$ cat src/rtl/iter_shift_right.sv
// Multi-cycle right shifter (SRL/SRA) with a start/done handshake.
// Shifts up to STEP bit positions per cycle until the requested amount is consumed.
module iter_shift_right #(
  parameter int WIDTH = 32,
  parameter int SHW   = 5,
  parameter int STEP  = 1
) (
  input  logic             clk,
  input  logic             rst,
  input  logic             start,
  input  logic [WIDTH-1:0] din,
  input  logic [SHW-1:0]   shamt,
  input  logic             arith,
  output logic             busy,
  output logic             done,
  output logic [WIDTH-1:0] dout
);

  localparam logic [SHW-1:0] STEP_W = SHW'(STEP);

  typedef enum logic [1:0] {IDLE, SHIFT, DONE} state_t;

  state_t           state, state_nxt;
  logic [WIDTH-1:0] work, work_nxt, dout_nxt, shifted;
  logic [SHW-1:0]   rem, rem_nxt, n_amt;
  logic             mode, mode_nxt;

  // Last step may be shorter than STEP so the total never exceeds shamt.
  always_comb begin
    n_amt   = (rem < STEP_W) ? rem : STEP_W;
    shifted = WIDTH'({{WIDTH{mode & work[WIDTH-1]}}, work} >> n_amt);
  end

  always_comb begin
    state_nxt = state;
    work_nxt  = work;
    rem_nxt   = rem;
    mode_nxt  = mode;
    dout_nxt  = dout;
    case (state)
      IDLE: if (start) begin
        work_nxt = din;
        rem_nxt  = shamt;
        mode_nxt = arith;
        if (shamt == '0) begin
          state_nxt = DONE;
          dout_nxt  = din;
        end else begin
          state_nxt = SHIFT;
        end
      end
      SHIFT: begin
        work_nxt = shifted;
        rem_nxt  = rem - n_amt;
        if (rem == n_amt) begin
          state_nxt = DONE;
          dout_nxt  = shifted;
        end
      end
      DONE:    state_nxt = IDLE;
      default: state_nxt = IDLE;
    endcase
  end

  // busy/done are registered decodes of the next state so they align with state.
  always_ff @(posedge clk or posedge rst) begin
    if (rst) begin
      state <= IDLE;
      work  <= '0;
      rem   <= '0;
      mode  <= 1'b0;
      dout  <= '0;
      busy  <= 1'b0;
      done  <= 1'b0;
    end else begin
      state <= state_nxt;
      work  <= work_nxt;
      rem   <= rem_nxt;
      mode  <= mode_nxt;
      dout  <= dout_nxt;
      busy  <= (state_nxt != IDLE);
      done  <= (state_nxt == DONE);
    end
  end

endmodule

$ cat config.mk
export PLATFORM = sky130hd
export DESIGN_NAME = iter_shift_right
export DESIGN_NICKNAME = d
export VERILOG_FILES = /design/src/rtl/iter_shift_right.sv
export SDC_FILE = /design/constraint.sdc
export NUM_CORES = 1
export LEC_CHECK = 0
export CAP_MARGIN = 20
export CORE_AREA = 2 2 95 97
export DETAILED_ROUTE_END_ITERATION = 10
export DIE_AREA = 0 0 97 99
export GPL_TIMING_DRIVEN = 1
export PLACE_DENSITY_LB_ADDON = 0.15
export SYNTH_ARGS = -nofsm -noshare
export SYNTH_HDL_FRONTEND = slang
export SYNTH_SLANG_ARGS = --single-unit
$ cat constraint.sdc
create_clock -name clk -period 6.95 [get_ports clk]
set_input_delay 1.7375 -clock clk [delete_from_list [all_inputs] [get_ports clk]]
set_output_delay 1.7375 -clock clk [all_outputs]
set_load 0.02 [all_outputs]
Word-level counts from Yosys, hierarchy flattened

Cells that the tools add are included.

Add/subtract/negate cells: 1
$mul: 0
Div/mod/pow operators: 0
Order comparisons: 1
Equal/unequal tests: 6
Shift-type cells: 1
Mux-type cells: 13
Bitwise gates (word level): 1
Reductions and logical operators: 7

Operator list:

| kind                                                                          | number |
|---|---|
| 32-bit 2-to-1 mux                                                             | 4 |
| 32-bit one-hot mux with 2 select lines                                        | 2 |
| 64-bit by 5-bit >> shifter with 32-bit output                                 | 1 |
| 5-bit 2-to-1 mux                                                              | 2 |
| 5-bit one-hot mux with 2 select lines                                         | 1 |
| 2-bit 2-to-1 mux                                                              | 3 |
| 2-bit != test (second input constant)                                         | 3 |
| 5-bit == test                                                                 | 1 |
| 5-bit zero test                                                               | 1 |
| 5-bit by 1-bit less-than comparator with 1-bit output (second input constant) | 1 |
| 5-bit subtractor                                                              | 1 |
| 2-bit one-hot mux with 2 select lines                                         | 1 |
| 2-bit AND reduction                                                           | 2 |
| 4-bit AND reduction                                                           | 1 |
| 2-bit nonzero test                                                            | 2 |
| 2-bit by 1-bit == test with 1-bit output (second input constant)              | 1 |
| 2-bit == test (second input constant)                                         | 1 |
| 2-bit zero test                                                               | 1 |
| 1-bit bitwise AND                                                             | 1 |

Register bits after elaboration: 74
Bits in latches: 0
Memory bits (writable): 0
ROM bits: 0
Output and inout bits: 34
Logic and storage cells: 37
Memories: 0

Depth between registers and ports, before layout

Gate-level depths: netlist of the first run.

Depth after elaboration: 6
Depth in mapped cells: 9
Mapped depth without buffers: 6

Worst setup path after synthesis of the first run

Ideal clock, no wire load.

Path kind: input port to flip-flop
Start: input shamt[1]
End: register dout[0]
Setup time: 0.122 ns
Arrival: 3.122 ns
Required time: 6.828 ns
Slack: 3.707 ns
Stages on the path: 5
Path buffers: 1
Path through: or4_1 -> nor3_2 -> nor2_1 -> clkbuf_1 -> a32o_1

Longest elaborated chain between the ends: 3

RTL lines:

| what                          | line | text |
|---|---|---|
| start, declared               | 12   | `input logic [SHW-1:0] shamt,` |
| 5-bit zero test               | 45   | `if (shamt == '0) begin` |
| 2-bit != test (no line)       | --   |  |
| 4-bit AND reduction (no line) | --   |  |
| end signal, assigned          | 80   | `dout <= dout_nxt;` |
| end, declared                 | 16   | `output logic [WIDTH-1:0] dout` |

Every way passes these cells.
A chain may end at the register's enable or synchronous reset.

Worst setup path in the final report of the first run

Start: input shamt[1]
End: register dout[20]

Same word-level chain as after synthesis.

==> flow_metrics.env, run 1 <==
export IMPL_period_share_pct=55.3
export IMPL_synth_seq_area_share_pct=48.8
export IMPL_worst_hold_slack_ns=0.494
export IMPL_cts_tree="built"
export IMPL_clock_fmax_mhz=260
export IMPL_ios=75
export IMPL_drt_iter0_drc=194
export IMPL_critPathMaxStageDelay_ns=0.59
export IMPL_setup_violations=0
export IMPL_worst_path_buf_inv=4
export IMPL_die_height_microns=99
export IMPL_crit_path_end_kind="register"
export IMPL_nNetsFinal=478
export IMPL_criticalPathCategory="in2reg"
export IMPL_worstPathCellList="clkdlybuf4s50_1 > or4_1 > nor3_4 > buf_4 > nor2_2 > buf_4 > inv_2 > o32ai_1"
export IMPL_htree_num_levels=3
export IMPL_rrSetupSlack_ns=4.13
export IMPL_slew_violations=0
export IMPL_syn_area_sq_um=3790
export IMPL_synthDistinctLibCells=44
export IMPL_p_leak_nw=1.96
export IMPL_num_antenna_cells=0
export IMPL_worst_r2r_startpoint="rem[2]$_DFFE_PP0P_"
export IMPL_synth_area_leaders="dfrtp_1 49%, a2bb2oi_1 7.2%, a21oi_1 5.5%, o22ai_1 5.4%, o2bb2ai_1 2.8%"
export IMPL_routedWlPerCell_microns=18.6
export IMPL_final_cells=547
export IMPL_min_delay_start="dout[13]$_DFFE_PP0P_"
export IMPL_viasPerCell=5.97
export IMPL_hpwl_microns=6280
export IMPL_worst_hold_path_num_cells=1
export IMPL_route_detailed_drc=0
export IMPL_ff2ff_path_depth=5
export IMPL_fp_dieArea_sq_um=9600
export IMPL_track_usage_pct=21.7
export IMPL_skew_ns=0.00696
export IMPL_numCtsBuffers=9
export IMPL_cap_violations=0
export IMPL_synth_warnings=0
export IMPL_insertion_delay_ns=0.34
export IMPL_antenna_found_initial=0
export IMPL_initial_core_util_pct=44.4
export IMPL_rsz0062_at_grt="false"
export IMPL_grt_start_max_net_pins=75
export IMPL_crit_path_max_fanout=33
export IMPL_row_count=34
export IMPL_core_area_sq_um=8550
export IMPL_crit_path_frequent_cell="buf_4"
export IMPL_dieWidth_microns=97
export IMPL_cts_root_buf="clkbuf_8"
export IMPL_grt_pass1_wl_microns=16900
export IMPL_vias=3267
export IMPL_clkSinkCount=74
export IMPL_yosys_area_top_type="dfrtp_1"
export IMPL_status="finished clean"
export IMPL_hold_path_class="reg2reg"
export IMPL_syn_inst=377
export IMPL_synthesis_nets=420
export IMPL_layout_min_cycle_time_ns=3.84
export IMPL_required_ns=7.16
export IMPL_power_density_nw_per_um2=513
export IMPL_syn_area_per_cell_sq_um=10.1
export IMPL_post_route_util_pct=55.9
export IMPL_postRouteWirelength_microns=10200
export IMPL_cts_hold_buffers_added=0
export IMPL_slowest_stage="or4_1"
export IMPL_cts_buffer_depth=2
export IMPL_placedCellCount=531
export IMPL_clkTransAtPathRegs_ns=0.07
export IMPL_drt_pre_antenna_iters=4
export IMPL_yosysTopAreaCellShare_pct=48.8
export IMPL_ant_nets=0
export IMPL_worstMarginPinSlew_ns=0.929
export IMPL_fin_tns_setup_ns=0
export IMPL_hold_viol=0
export IMPL_post_cts_resized=0
export IMPL_holdPathEnd="dout[13]$_DFFE_PP0P_"
export IMPL_cpLargestDelayFamily="buffers and inverters"
export IMPL_ir_drop_v=0.000233
export IMPL_syn_to_final_growth_pct=25.9
export IMPL_overflow=0
export IMPL_drive_above_1_share_pct=10.3
export IMPL_gp_congestion=0.811
export IMPL_port_buffers=74
export IMPL_maxSlewHeadroom_pct=38.1
export IMPL_first_global_vias=3350
export IMPL_cp_start_kind="primary input"
export IMPL_post_cts_buffers=0
export IMPL_worstReg2RegEnd="dout[20]$_DFFE_PP0P_"
export IMPL_ys_seq_elements=74
export IMPL_fill_cells=773
export IMPL_arrival_ns=4.05
## cell families after synthesis
kind of cell             count (synthesis)  synth area share, %
AO/OA/AOI/OAI                          169                 32.0
flip-flops                              74                 48.8
buffers and inverters                   64                 7.19
AND/OR/NAND/NOR                         60                 8.55
multiplexers                             8                 2.74
adder cells (fa/ha/maj)                  2                0.660
## worst max path at each step
| stage | startpoint | end | slack, ns | cells after the start |
|---|---|---|---|---|
| floorplan | rst | busy$_DFF_PP0_ | 3.33 | 1 |
| global placement | shamt[1] | dout[22]$_DFFE_PP0P_ | 2.83 | 8 |
| detailed placement | shamt[1] | dout[20]$_DFFE_PP0P_ | 2.75 | 8 |
| CTS | shamt[1] | dout[20]$_DFFE_PP0P_ | 3.11 | 8 |
| global route | shamt[1] | dout[22]$_DFFE_PP0P_ | 3.00 | 8 |
| finish | shamt[1] | dout[20]$_DFFE_PP0P_ | 3.11 | 8 |
## layout make-up
type	instances	area [sq um]	area share (%)
inverters	27	101	2.12
repair buffers	84	823	17.2
well taps	108	135	2.83
clock buffers	13	159	3.33
clock inverters	2	12.5	0.262
multi-input cells	239	1690	35.4
flip-flops and latches	74	1850	38.8
## routing by layer
layer  up-vias  routed length [microns]  GRT usage (%)
met3        13                      502           4.47
met1      1600                     4830           29.5
met2       110                     4720           34.5
li1       1544                        -              -
met4         0                       97           7.91
met5         -                        0              0
## Yosys cell counts (all sizes together)
master and number:
nand2 6, o21a 1, ha 2, a32o 5, or3 1, a32oi 1
or3b 1, o211a 1, o22a 1, o2bb2ai 16, nand2b 1, inv 26
buf 17, mux2 7, mux2i 1, a21oi 42, o31ai 10, nor3 13
nor2b 11, a22oi 2, nor2 15, clkbuf 20, o21ai 9, a21o 5
o311ai 1, dfrtp 74, nand3b 4, o32ai 10, o211ai 1, or4 1
a2bb2oi 31, clkinv 1, nor4b 1, or2 3, nand3 3, o22ai 33
## power breakdown
part           switching [mW]  leakage, nW  internal [mW]
Sequential              0.173        0.854          0.649
Combinational           0.710         1.02          0.617
Clock                   0.153       0.0855          0.147
Total                    1.04         1.96           1.41
## worst register-to-register path: cells and delay by family, from the launching register on
family,cells,cell delay [ns]
AO/OA/AOI/OAI,2,1.05
AND/OR/NAND/NOR,2,0.77
flip-flops,1,0.47
buffers and inverters,1,0.41
## through the flow
stage / cell area (sq um) / power [mW] / setup slack, ns
2_1_floorplan: 3790 / 1.71 / 3.33
3_3_place_gp: 4590 / 2.13 / 2.83
4_1_cts: 4760 / 2.45 / 3.11
5_1_grt: 4780 / 2.62 / 3.00
3_5_place_dp: 4590 / 2.14 / 2.75
6_report: 4780 / 2.45 / 3.11
## state kept, by name, summed over array words and instances (netlist names)
signal / count
state: 2
done: 1
mode: 1
dout: 32
busy: 1
work: 32
rem: 5
## layout by cell type, fill, tap and decap left out, drive strengths merged
cell	instances
nand3	3
o211a	1
o2bb2ai	16
a32oi	1
nand2b	1
a2bb2oi	31
nor2b	11
or3b	1
buf	10
nor3	13
clkdlybuf4s50	74
a32o	5
nand3b	4
a21oi	42
o22ai	33
mux2i	1
o22a	1
clkinv	2
o211ai	1
inv	26
o21a	1
ha	2
nor2	15
clkinvlp	1
or2	3
nor4b	1
clkbuf	13
o31ai	10
or3	1
o311ai	1
dfrtp	74
nand2	6
mux2	7
a21o	5
o21ai	9
or4	1
o32ai	10
a22oi	2
(Power assumes the default switching activity.)
==> run 2: changes to the inputs <==
Clock period 6.95 ns to 3.2 ns, I/O delays scaled along.
==> run 2 against run 1 <==
Effect of this change: first-iteration DRC count is 26% higher; flip-flop and latch count unchanged; register-to-register slack worse by 3.2 ns; sequential power rose by 120%; non-clock buffer count is 7 higher; power grew 120%; hold slack improved by 0.0015 ns; sequential share of layout area decreased by 0.46 points; largest power group unchanged.
==> flow_metrics.env, run 2 (same netlist as run 1, synthesis figures left out) <==
export IMPL_status="finished clean"
export IMPL_dieWidth_microns=97
export IMPL_holdPathEnd="dout[26]$_DFFE_PP0P_"
export IMPL_rsz0062_at_grt="false"
export IMPL_clock_fmax_mhz=403
export IMPL_hold_viol=0
export IMPL_nNetsFinal=485
export IMPL_ir_drop_v=0.000457
export IMPL_vias=3325
export IMPL_worst_r2r_startpoint="state[0]$_DFF_PP0_"
export IMPL_ant_nets=0
export IMPL_layout_min_cycle_time_ns=2.48
export IMPL_cts_buffer_depth=2
export IMPL_post_route_util_pct=56.5
export IMPL_drive_above_1_share_pct=12.1
export IMPL_cts_hold_buffers_added=0
export IMPL_post_cts_buffers=0
export IMPL_syn_to_final_growth_pct=27.4
export IMPL_place_area_sq_um=4660
export IMPL_drt_pre_antenna_iters=5
export IMPL_post_cts_resized=0
export IMPL_track_usage_pct=21.9
export IMPL_hpwl_microns=6690
export IMPL_cp_startpoint="shamt[1]"
export IMPL_postRouteWirelength_microns=10200
export IMPL_fill_cells=774
export IMPL_route_detailed_drc=0
export IMPL_overflow=0
export IMPL_htree_num_levels=3
export IMPL_rrSetupSlack_ns=0.90
export IMPL_p_leak_nw=1.99
export IMPL_crit_path_end_kind="register"
export IMPL_use_met1_pct=31.0
export IMPL_ff2ff_path_depth=5
export IMPL_grt_start_max_net_pins=37
export IMPL_worstMarginPinSlew_ns=0.700
export IMPL_fp_dieArea_sq_um=9600
export IMPL_slowest_stage="or4_1"
export IMPL_maxSlewHeadroom_pct=53.2
export IMPL_min_delay_start="dout[26]$_DFFE_PP0P_"
export IMPL_hold_path_class="reg2reg"
export IMPL_skew_ns=0.0156
export IMPL_criticalPathCategory="in2reg"
export IMPL_routedWlPerCell_microns=18.4
export IMPL_grt_use_met3_pct=4.26
export IMPL_worst_hold_slack_ns=0.495
export IMPL_grt_pass1_wl_microns=17000
export IMPL_top_usage_layer="met2"
export IMPL_setup_slack_ns=0.717
export IMPL_period_share_pct=77.6
export IMPL_required_ns=3.44
export IMPL_worstPathCellList="clkdlybuf4s50_1 > or4_1 > nor3_4 > buf_4 > a21oi_1 > o32ai_1"
export IMPL_cap_violations=0
export IMPL_final_cells=555
export IMPL_power_density_nw_per_um2=1110
export IMPL_critPathMaxStageDelay_ns=0.61
export IMPL_antenna_found_initial=0
export IMPL_fin_tns_setup_ns=0
export IMPL_final_cell_mix="74 x dfrtp_1, 74 x clkdlybuf4s50_1, 41 x a21oi_1"
export IMPL_first_global_vias=3339
export IMPL_fin_area_sq_um=4830
export IMPL_cts_tree="built"
export IMPL_slew_violations=0
export IMPL_worst_hold_path_num_cells=1
export IMPL_arrival_ns=2.73
export IMPL_gr_usage_met2_pct=34.5
export IMPL_initial_core_util_pct=44.4
export IMPL_cts_root_buf="clkbuf_8"
export IMPL_insertion_delay_ns=0.35
export IMPL_worstReg2RegEnd="dout[21]$_DFFE_PP0P_"
export IMPL_core_area_sq_um=8550
export IMPL_numCtsBuffers=9
export IMPL_port_buffers=74
export IMPL_ios=75
export IMPL_p_total_mw=5.36
export IMPL_gp_congestion=0.813
export IMPL_row_count=34
export IMPL_cp_start_kind="primary input"
export IMPL_clkSinkCount=74
export IMPL_crit_path_max_fanout=19
export IMPL_die_height_microns=99
export IMPL_pre_cts_ws_ns=0.369
export IMPL_setup_violations=0
export IMPL_num_antenna_cells=0
export IMPL_drt_iter0_drc=245
export IMPL_placedCellCount=539
export IMPL_clkTransAtPathRegs_ns=0.08
export IMPL_largestRegisters="dout (32), work (32), rem (5)"
export IMPL_viasPerCell=5.99
## run 2: worst max-delay path: cells and delay by family
family | cells | cell delay, ns
buffers and inverters | 2 | 0.74
AND/OR/NAND/NOR | 2 | 0.86
AO/OA/AOI/OAI | 2 | 0.33
## run 2: where the power goes
part           internal (mW)  switching, mW
sequential              1.41          0.408
clock                  0.281          0.361
combinational           1.37           1.53
## run 2: worst max path at each step
stage | slack [ns] | cells past startpoint | end
after floorplan | 0.52 | 1 | busy$_DFF_PP0_
after global placement | 0.43 | 6 | dout[23]$_DFFE_PP0P_
after detailed placement | 0.37 | 6 | dout[24]$_DFFE_PP0P_
after CTS | 0.74 | 6 | dout[24]$_DFFE_PP0P_
after global routing | 0.63 | 6 | dout[24]$_DFFE_PP0P_
final | 0.72 | 6 | dout[25]$_DFFE_PP0P_
## run 2: per-layer routing
| metal | wire length, microns | share of wire, % | vias to the layer above |
|---|---|---|---|
| li1 | - | - | 1546 |
| met1 | 4780 | 47 | 1658 |
| met2 | 4810 | 47 | 112 |
| met3 | 564 | 5.5 | 9 |
| met4 | 84 | 0.82 | 0 |
| met5 | 0 | 0 | - |
## run 2: cell type report
cell class / count / area (sq um) / area share, %
Multi-Input combinational cell: 239 / 1690 / 35.0
Tap cell: 108 / 135 / 2.80
Timing Repair Buffer: 91 / 881 / 18.2
Clock inverter: 6 / 43.8 / 0.906
Inverter: 27 / 101 / 2.10
Clock buffer: 10 / 128 / 2.64
Sequential cell: 74 / 1850 / 38.3
==> run 3: changes to the inputs <==
Clock period 3.2 ns to 2.45 ns, I/O delays scaled along.
==> run 3 against run 2 <==
Effect of this change: cell count up 2.3%; hold slack better by 0.0028 ns; critical path depth unchanged; combinational power up 39%; register-to-register slack worse by 0.55 ns; count of clock-buffer cells in the layout unchanged; global-route usage up 0.83 points; clock skew down 0.0080 ns; highest routed layer unchanged.
==> flow_metrics.env, run 3 (same netlist as run 1, synthesis figures left out) <==
export IMPL_skew_ns=0.00757
export IMPL_ff2ff_path_depth=6
export IMPL_fin_tns_setup_ns=0
export IMPL_arrival_ns=2.52
export IMPL_fp_dieArea_sq_um=9600
export IMPL_ant_nets=0
export IMPL_dieWidth_microns=97
export IMPL_worstReg2RegEnd="dout[19]$_DFFE_PP0P_"
export IMPL_vias=3484
export IMPL_num_antenna_cells=0
export IMPL_track_usage_pct=22.8
export IMPL_final_cells=568
export IMPL_cts_root_buf="clkbuf_8"
export IMPL_drive_above_1_share_pct=14.8
export IMPL_numCtsBuffers=9
export IMPL_layout_min_cycle_time_ns=2.23
export IMPL_initial_core_util_pct=44.4
export IMPL_ios=75
export IMPL_route_detailed_drc=0
export IMPL_syn_to_final_growth_pct=33.8
export IMPL_gp_congestion=0.837
export IMPL_overflow=0
export IMPL_criticalPathCategory="in2reg"
export IMPL_cts_tree="built"
export IMPL_post_route_util_pct=59.3
export IMPL_worst_r2r_startpoint="rem[2]$_DFFE_PP0P_"
export IMPL_place_area_sq_um=4830
export IMPL_hpwl_microns=7200
export IMPL_core_area_sq_um=8550
export IMPL_antenna_found_initial=0
export IMPL_period_share_pct=91.1
export IMPL_cap_violations=0
export IMPL_slew_violations=0
export IMPL_worst_hold_slack_ns=0.498
export IMPL_grt_pass1_wl_microns=17700
export IMPL_post_cts_resized=0
export IMPL_clock_fmax_mhz=448
export IMPL_rrSetupSlack_ns=0.35
export IMPL_status="finished clean"
export IMPL_port_buffers=74
export IMPL_clkTransAtPathRegs_ns=0.07
export IMPL_clkSinkCount=74
export IMPL_crit_path_end_kind="register"
export IMPL_drt_iter0_drc=179
export IMPL_grt_start_max_net_pins=32
export IMPL_row_count=34
export IMPL_cp_startpoint="shamt[1]"
export IMPL_setup_slack_ns=0.219
export IMPL_cp_depth=6
export IMPL_cp_start_kind="primary input"
export IMPL_hold_path_class="reg2reg"
export IMPL_rsz0062_at_grt="false"
export IMPL_p_leak_nw=2.12
export IMPL_ir_drop_v=0.000689
export IMPL_crit_end="dout[5]$_DFFE_PP0P_"
export IMPL_htree_num_levels=3
export IMPL_power_density_nw_per_um2=1480
export IMPL_fin_area_sq_um=5070
export IMPL_drt_pre_antenna_iters=5
export IMPL_fill_cells=713
export IMPL_critPathMaxStageDelay_ns=0.60
export IMPL_crit_path_max_fanout=12
export IMPL_viasPerCell=6.13
export IMPL_final_cell_mix="74 x dfrtp_1, 74 x clkdlybuf4s50_1, 41 x a21oi_1"
export IMPL_die_height_microns=99
export IMPL_insertion_delay_ns=0.35
export IMPL_nNetsFinal=499
export IMPL_hold_viol=0
export IMPL_p_total_mw=7.53
export IMPL_cpLargestDelayFamily="simple AND/OR/NAND/NOR gates"
export IMPL_post_cts_buffers=0
export IMPL_cts_hold_buffers_added=0
export IMPL_slowest_stage="or4_1"
export IMPL_pre_cts_ws_ns=-0.141
export IMPL_required_ns=2.74
export IMPL_worstMarginPinSlew_ns=0.527
export IMPL_maxSlewHeadroom_pct=64.8
export IMPL_first_global_vias=3453
export IMPL_setup_violations=0
export IMPL_cts_buffer_depth=2
export IMPL_worst_hold_path_num_cells=1
export IMPL_placedCellCount=553
export IMPL_worst_path_buf_inv=2
export IMPL_worstPathCellList="clkdlybuf4s50_1 > or4_1 > nor3_4 > buf_4 > a21o_1 > a32o_1"
export IMPL_postRouteWirelength_microns=10600
export IMPL_routedWlPerCell_microns=18.7
export IMPL_largestRegisters="dout (32), work (32), rem (5)"
export IMPL_min_delay_start="dout[7]$_DFFE_PP0P_"
run 3: layer usage:
metal | up-vias | wire length [microns] | track usage [%]
li1 | 1578 | - | -
met1 | 1734 | 4730 | 32.1
met2 | 153 | 5100 | 35.4
met3 | 19 | 602 | 3.83
met4 | 0 | 210 | 8.78
met5 | - | 0 | 0
run 3: worst min path at each step:
stage,endpoint,slack (ns)
after floorplan,rem[0]$_DFFE_PP0P_,0.46
after global placement,dout[7]$_DFFE_PP0P_,0.49
after detailed placement,dout[10]$_DFFE_PP0P_,0.48
after CTS,dout[4]$_DFFE_PP0P_,0.50
after global routing,dout[8]$_DFFE_PP0P_,0.52
final,dout[7]$_DFFE_PP0P_,0.50
run 3: final cells by class:
class	instances	area (sq um)	share of cell area, %
Multi-Input combinational cell	239	1690	33.4
Inverter	27	105	2.07
Tap cell	108	135	2.66
Clock buffer	10	138	2.71
Timing Repair Buffer	105	1050	20.7
Clock inverter	5	103	2.02
Sequential cell	74	1850	36.5
run 3: power breakdown:
| part | total (mW) | switching (mW) | internal (mW) |
|---|---|---|---|
| Clock | 1.16 | 0.464 | 0.697 |
| Sequential | 2.35 | 0.508 | 1.84 |
| Combinational | 4.02 | 2.08 | 1.94 |
